===== config.mk =====
export PLATFORM = sky130hd
export DESIGN_NAME = load_store_unit
export DESIGN_NICKNAME = d
export VERILOG_FILES = /design/src/rtl/load_store_unit.sv
export SDC_FILE = /design/constraint.sdc
export NUM_CORES = 1
export LEC_CHECK = 0
export ABC_AREA = 1
export BUFFER_PORTS_ARGS = -buffer_cell sky130_fd_sc_hd__buf_2
export CAP_MARGIN = 10
export CORE_MARGIN = 2
export CORE_UTILIZATION = 35
export DETAILED_ROUTE_END_ITERATION = 6
export PLACE_DENSITY_LB_ADDON = 0.12
export SYNTH_ARGS = -nofsm -noshare
export SYNTH_HDL_FRONTEND = slang
export SYNTH_SLANG_ARGS = --single-unit

===== constraint.sdc =====
create_clock -name clk -period 2.2 [get_ports clk]
set_input_delay 0.22 -clock clk [delete_from_list [all_inputs] [get_ports clk]]
set_output_delay 0.22 -clock clk [all_outputs]
set_load 0.01 [all_outputs]

===== src/rtl/load_store_unit.sv =====
// RV32I load/store front end for a word-only data memory.
// Sub-word stores become a read-modify-write pair; faulting requests never write.
module load_store_unit #(
  parameter int unsigned MEM_WORDS = 32
) (
  input  logic        clk,
  input  logic        reset,
  input  logic        req_valid,
  input  logic        req_store,
  input  logic [2:0]  req_funct3,
  input  logic [31:0] req_addr,
  input  logic [31:0] req_wdata,
  output logic        mem_we,
  output logic [31:0] mem_addr,
  output logic [31:0] mem_wd,
  input  logic [31:0] mem_rd,
  output logic        stall,
  output logic [31:0] load_data,
  output logic        load_valid,
  output logic        access_err
);

  localparam int unsigned AddrBits = $clog2(MEM_WORDS * 4);

  typedef enum logic [0:0] {StIdle, StRmwWrite} state_e;

  state_e      state_q;
  logic [31:0] rmw_addr_q;
  logic [31:0] rmw_data_q;
  logic [31:0] load_data_q;
  logic        load_valid_q;
  logic        access_err_q;

  logic        fault;
  logic [7:0]  byte_lane;
  logic [15:0] half_lane;
  logic [31:0] load_ext;
  logic [31:0] merged;
  logic [4:0]  byte_sel;
  logic [4:0]  half_sel;

  assign byte_sel  = {req_addr[1:0], 3'b000};
  assign half_sel  = {req_addr[1], 4'b0000};
  assign byte_lane = mem_rd[byte_sel +: 8];
  assign half_lane = mem_rd[half_sel +: 16];

  always_comb begin
    fault = (req_addr[31:AddrBits] != '0);
    case (req_funct3)
      3'b000:  ;
      3'b001:  if (req_addr[0]) fault = 1'b1;
      3'b010:  if (req_addr[1:0] != 2'b00) fault = 1'b1;
      3'b100:  if (req_store) fault = 1'b1;
      3'b101:  if (req_store || req_addr[0]) fault = 1'b1;
      default: fault = 1'b1;
    endcase
  end

  always_comb begin
    case (req_funct3)
      3'b000:  load_ext = {{24{byte_lane[7]}}, byte_lane};
      3'b001:  load_ext = {{16{half_lane[15]}}, half_lane};
      3'b100:  load_ext = {24'h0, byte_lane};
      3'b101:  load_ext = {16'h0, half_lane};
      default: load_ext = mem_rd;
    endcase
  end

  // Merge store data into the current word; only B/H reach the RMW path.
  always_comb begin
    merged = mem_rd;
    if (req_funct3[0]) begin
      merged[half_sel +: 16] = req_wdata[15:0];
    end else begin
      merged[byte_sel +: 8] = req_wdata[7:0];
    end
  end

  // Write enable is gated by reset so an in-flight RMW write is dropped at once.
  always_comb begin
    mem_we   = 1'b0;
    stall    = 1'b0;
    mem_addr = {req_addr[31:2], 2'b00};
    mem_wd   = req_wdata;
    if (state_q == StRmwWrite) begin
      mem_we   = reset;
      mem_addr = rmw_addr_q;
      mem_wd   = rmw_data_q;
    end else if (req_valid && !fault && req_store) begin
      if (req_funct3 == 3'b010) begin
        mem_we = reset;
      end else begin
        stall = 1'b1;
      end
    end
  end

  always_ff @(posedge clk or negedge reset) begin
    if (!reset) begin
      state_q      <= StIdle;
      rmw_addr_q   <= '0;
      rmw_data_q   <= '0;
      load_data_q  <= '0;
      load_valid_q <= 1'b0;
      access_err_q <= 1'b0;
    end else begin
      load_valid_q <= 1'b0;
      access_err_q <= 1'b0;
      case (state_q)
        StIdle: begin
          if (req_valid) begin
            if (fault) begin
              access_err_q <= 1'b1;
            end else if (!req_store) begin
              load_data_q  <= load_ext;
              load_valid_q <= 1'b1;
            end else if (req_funct3 != 3'b010) begin
              rmw_addr_q <= {req_addr[31:2], 2'b00};
              rmw_data_q <= merged;
              state_q    <= StRmwWrite;
            end
          end
        end
        StRmwWrite: state_q <= StIdle;
        default:    state_q <= StIdle;
      endcase
    end
  end

  assign load_data  = load_data_q;
  assign load_valid = load_valid_q;
  assign access_err = access_err_q;

endmodule


=== Word level (Yosys, flattened, before mapping) ===
Cells that the tools add are included.

* Register bits after elaboration: 97
* Output and inout port bits: 100
* Logic and storage cells: 60

* Add/sub/neg operators: 2
* Eq/ne operators: 5
* Shift-type cells: 6
* Mux-type cells: 29
* Bitwise gates (word level): 3
* Reduce and logical (&&, ||, !) cells: 9

{| class="wikitable"
|+ Operator list
! cell !! count
|-
| case mux 32 bit (4 select lines) || 1
|-
| two-way mux 32 bit || 3
|-
| bitwise mux 32 bit || 2
|-
| variable shift 16 x 7 -> 32 bit (first input constant) || 1
|-
| variable shift 8 x 7 -> 32 bit (first input constant) || 1
|-
| variable part select 16 x 7 -> 32 bit || 1
|-
| variable part select 32 x 6 -> 16 bit || 1
|-
| variable part select 32 x 6 -> 8 bit || 1
|-
| variable part select 8 x 7 -> 32 bit || 1
|-
| nonzero test 25 bit || 1
|-
| two-way mux 1 bit || 21
|-
| negator 5 -> 7 bit || 2
|-
| == test 3 bit (second input constant) || 2
|-
| case mux 1 bit (5 select lines) || 1
|-
| AND reduction 5 bit || 1
|-
| AND reduction 4 bit || 1
|-
| == test 3 x 1 -> 1 bit (second input constant) || 1
|-
| == test 3 x 2 -> 1 bit (second input constant) || 1
|-
| zero test 3 bit || 1
|-
| != test 3 x 2 -> 1 bit (second input constant) || 1
|-
| inverter 1 bit || 3
|-
| logical AND 1 bit || 2
|-
| case mux 1 bit (2 select lines) || 1
|-
| nonzero test 2 bit || 1
|-
| other kinds (2) || 2
|}

=== Longest topological paths before layout ===
* Depth after elaboration: 8
* Depth in mapped cells: 15
* Depth with buffers taken out: 10

=== Worst setup path before layout ===
Ideal clock, no wire load.

* Path type: input to register
* From: input port req_addr[1]
* To: register rmw_data_q[16]
* Library setup time: 0.066 ns
* Arrival time: 1.980 ns
* Required time: 2.134 ns
* Setup slack: 0.154 ns
* Stages: 15
* Path buffers: 5
* Cell sequence: buf_2 > inv_1 > clkbuf_1 > ha_1 > buf_2 > inv_2 > nand4_1 > nand3_2 > nand2_4 > nand3_2 > nor2_2 > buf_6 > buf_6 > nand2_1 > nand2_1

* Cells in the longest elaborated chain, start to end: 5
* Elaborated cells on any way between the ends: 14
* Classes of those cells: 2 x add/sub; 4 x shift; 5 x mux; 1 x bitwise; 2 x reduce/logical

{| class="wikitable"
|+ RTL lines
! what !! line !! text
|-
| from (decl) || 11 || <nowiki>input logic [31:0] req_addr,</nowiki>
|-
| parallel branches: the longest is 5 deep, another holds negator 5 -> 7 bit || n/a ||
|-
| to (signal assigned) || 119 || <nowiki>rmw_data_q <= merged;</nowiki>
|-
| to (decl) || 29 || <nowiki>logic [31:0] rmw_data_q;</nowiki>
|}

Several ways; the timed one is not identified.
A chain may end at the register's enable or synchronous reset.

=== Worst setup path after layout ===
* From: register state_q
* To: output port mem_we

* Cells in the longest elaborated chain, start to end: 1

{| class="wikitable"
|+ RTL lines
! what !! line !! text
|-
| from (decl) || 27 || <nowiki>state_e state_q;</nowiki>
|-
| from (signal assigned) || 100 || <nowiki>state_q <= StIdle;</nowiki>
|-
| from (signal assigned) || 120 || <nowiki>state_q <= StRmwWrite;</nowiki>
|-
| from (signal assigned) || 124 || <nowiki>StRmwWrite: state_q <= StIdle;</nowiki>
|-
| two-way mux 1 bit || 85 || <nowiki>if (state_q == StRmwWrite) begin</nowiki>
|-
| to (decl) || 13 || <nowiki>output logic mem_we,</nowiki>
|}

No other way between the ends.

==> impl_metrics.toml <==
[status]
status = "finished clean"

[floorplanning]
die_x_um = 138
dieHeight_um = 138
rows = 48
pin_count = 203
die_area_sq_um = 18900
core_area_sq_um = 17400
start_util_pct = 36.0

[cells_and_area]
fillers = 1917
synthToLayoutAreaGrowth_pct = 24.9
utilization_pct = 45.0
drive_gt1_share_pct = 23.5
final_nets = 1236
design_area_sq_um = 7810
fin_cells = 1361

[flow_run]
maxCapViolations = 0

[routing]
drc = 0
ant_nets = 0
vias_per_cell = 5.01
drt_iter0_drc = 576
vias = 6813
wl_per_cell_um = 16.4
dr.pass1.iters = 5
routed_wl_um = 22400

[placed_design]
placed_area_sq_um = 7520
portBuffers = 200
globalplace.congestion = 0.946
dp.cells = 1343
hpwl_um = 16800

[grt]
grtUsageMet2_pct = 33.7
grt_start_max_net_pins = 84
gr-usage-met3_pct = 3.20
grt_first_pass_wirelength_um = 33800
grt_pass1_vias = 6083
use_met1_pct = 35.2
antenna_found_initial = 1
grtUsageTotal_pct = 23.5
grt.busiest_layer = "met1"
grt.overflow.total = 0

[logic_synthesis]
syn_area_per_cell_sq_um = 6.59
ys_ff_latch = 97
ys_warn_count = 0
synth.yosys.seq_area_share_pct = 38.8
netlist_instances = 948
synth.distinct_cells = 33
syn_area_sq_um = 6250

[sta]
fin_setup_tns_ns = 0
worstMarginPinSlew_ns = 0.706
rsz0062_at_grt = "false"
setup_violations = 0
min_period_ns = 2.01
finClkSkew_ns = 0.00554
finalHoldViolations = 0
max_freq_mhz = 497
maxSlewViolCount = 0
max-slew-margin-rel_pct = 52.9
period_share_pct = 91.5

[worst_hold_path]
hold_class = "in -> async"

[clock_tree]
cts_root_buffer = "clkbuf_16"
numCtsBuffers = 9
cts.sinks = 97
cts_resized = 0
cts_setup_buffers = 0
clkTransAtPathRegs_ns = 0.07
clk_latency_ns = 0.35
postCtsHoldBufs = 0
cts_tree = "built"
clk_path_buf_depth = 2
htreeDepth = 3

[worst_setup_path]
reg2reg_slack_ns = 0.55
crit_required_ns = 1.98
path_class = "reg -> out"
endpoint_kind = "primary output"
arrival_ns = 1.79
worst_setup_path_start_kind = "flop"
path_cells = "inv_2 > nand2_1 > nor2_1 > nand4_1 > a21oi_1 > buf_2"
slowest_delay_ns = 0.43
slowest_stage = "dfrtp_2"
cp_max_fo = 5

[power]
total_power_mw = 4.08
power_leakage_nw = 4.48
power_density_nw_per_um2 = 522
vdd_drop_max_mv = 0.387
[registers in the layout (all words and copies together) (netlist names)]
signal and count:
state_q 1, rmw_addr_q 30, rmw_data_q 32, access_err 1
load_valid 1, load_data 32
[synthesized netlist by cell type]
master / count / area (sq um)
o211ai_1: 8 / 60.1
nand3_4: 1 / 17.5
a31oi_1: 8 / 50.1
o22ai_1: 9 / 56.3
nor2_1: 54 / 203
inv_2: 6 / 22.5
o21ai_0: 108 / 541
nor3_1: 9 / 45.0
nor3_2: 1 / 10.0
nor2_8: 1 / 20.0
nand4_1: 3 / 18.8
nand2_1: 396 / 1490
buf_6: 5 / 56.3
a21oi_1: 48 / 240
buf_1: 5 / 18.8
nand2_4: 1 / 11.3
nor2_2: 2 / 12.5
nor2_4: 1 / 11.3
a22oi_1: 25 / 188
inv_1: 65 / 244
buf_4: 3 / 22.5
buf_2: 15 / 75.1
dfrtp_1: 97 / 2430
o211ai_2: 1 / 12.5
nand4_4: 1 / 21.3
nand3_2: 4 / 40.0
ha_1: 4 / 50.1
o21ai_1: 8 / 40.0
clkbuf_1: 33 / 124
conb_1: 1 / 3.75
nand2_2: 1 / 6.26
clkinv_1: 3 / 11.3
nand3_1: 21 / 105
[cell families after synthesis]
kind of cell             after synthesis  synth area share [%]
AND/OR/NAND/NOR                      496                  32.1
AO/OA/AOI/OAI                        215                  19.0
buffers and inverters                135                  9.19
flip-flops                            97                  38.8
adder cells (fa/ha/maj)                4                 0.801
other                                  1                0.0600
[power by group]
part / internal, mW / switching, mW / total (mW)
registers: 1.78 / 0.000161 / 1.78
clock network: 0.805 / 0.731 / 1.54
logic: 0.268 / 0.489 / 0.757
[routing by layer]
metal | up-vias | wire [um] | part of all wire, %
met2 | 253 | 9560 | 43
met1 | 3119 | 10800 | 48
li1 | 3406 | - | -
met4 | 0 | 680 | 3.0
met3 | 35 | 1320 | 5.9
met5 | - | 0 | 0
[worst paths after layout]
| check | startpoint | endpoint | depth (start not counted) |
|---|---|---|---|
| max | state_q | mem_we | 6 |
| min | reset | rmw_data_q[20] | 2 |
| max reg2reg | state_q | rmw_data_q[6] | 8 |
| min reg2reg | rmw_addr_q[11] | rmw_addr_q[11] | 2 |
| max in group asynchronous | reset | load_data[1] | 2 |
| min in group clk | req_addr[3] | rmw_addr_q[3] | 3 |
[worst max-delay path: cells and delay by family, from the launching register on]
kind / cells / cell delay [ns]
simple gates: 3 / 0.59
buf+inv: 2 / 0.22
compound gates: 1 / 0.20
flops: 1 / 0.43
[cell type report]
type	count	area [sq um]	area share (%)
tap	225	282	3.61
inverter	74	278	3.56
sequential	97	2430	31.1
multi-input combinational	717	3250	41.7
clock inverter	5	38.8	0.497
timing repair buffer	230	1280	16.4
clock buffer	11	243	3.11
antenna	2	5.00	0.0641
[cells in the final DEF, fill, tap and decap left out, types with 2 or more instances in the layout]
master      Yosys  layout
nand2_1       396     396
o21ai_1         8       8
clkinv_1        3       3
conb_1          1       2
nor2_2          2       2
inv_1          65      65
a21oi_1        48      48
dfrtp_1        97      96
buf_12          0       4
nand3_1        21      21
a22oi_1        25      25
clkinvlp_4      0       3
a31oi_1         8       8
nor3_1          9       9
o22ai_1         9       9
ha_1            4       4
clkbuf_16       0       9
diode_2         0       2
nand4_1         3       3
buf_4           3      27
nor2_1         54      54
inv_2           6       6
nand3_2         4       4
o211ai_1        8       8
o21ai_0       108     108
buf_2          15     199
[per-stage QoR]
| stage | setup WS (ns) | hold WS (ns) |
|---|---|---|
| final | 0.187 | 0.0324 |
| after global placement | 0.313 | 0.434 |
| after floorplan | 0.154 | -0.0756 |
| after detailed placement | 0.270 | 0.434 |
| after global routing | 0.0631 | 0.0740 |
| after CTS | 0.189 | 0.0549 |
Power figures use the tool's default switching activity.
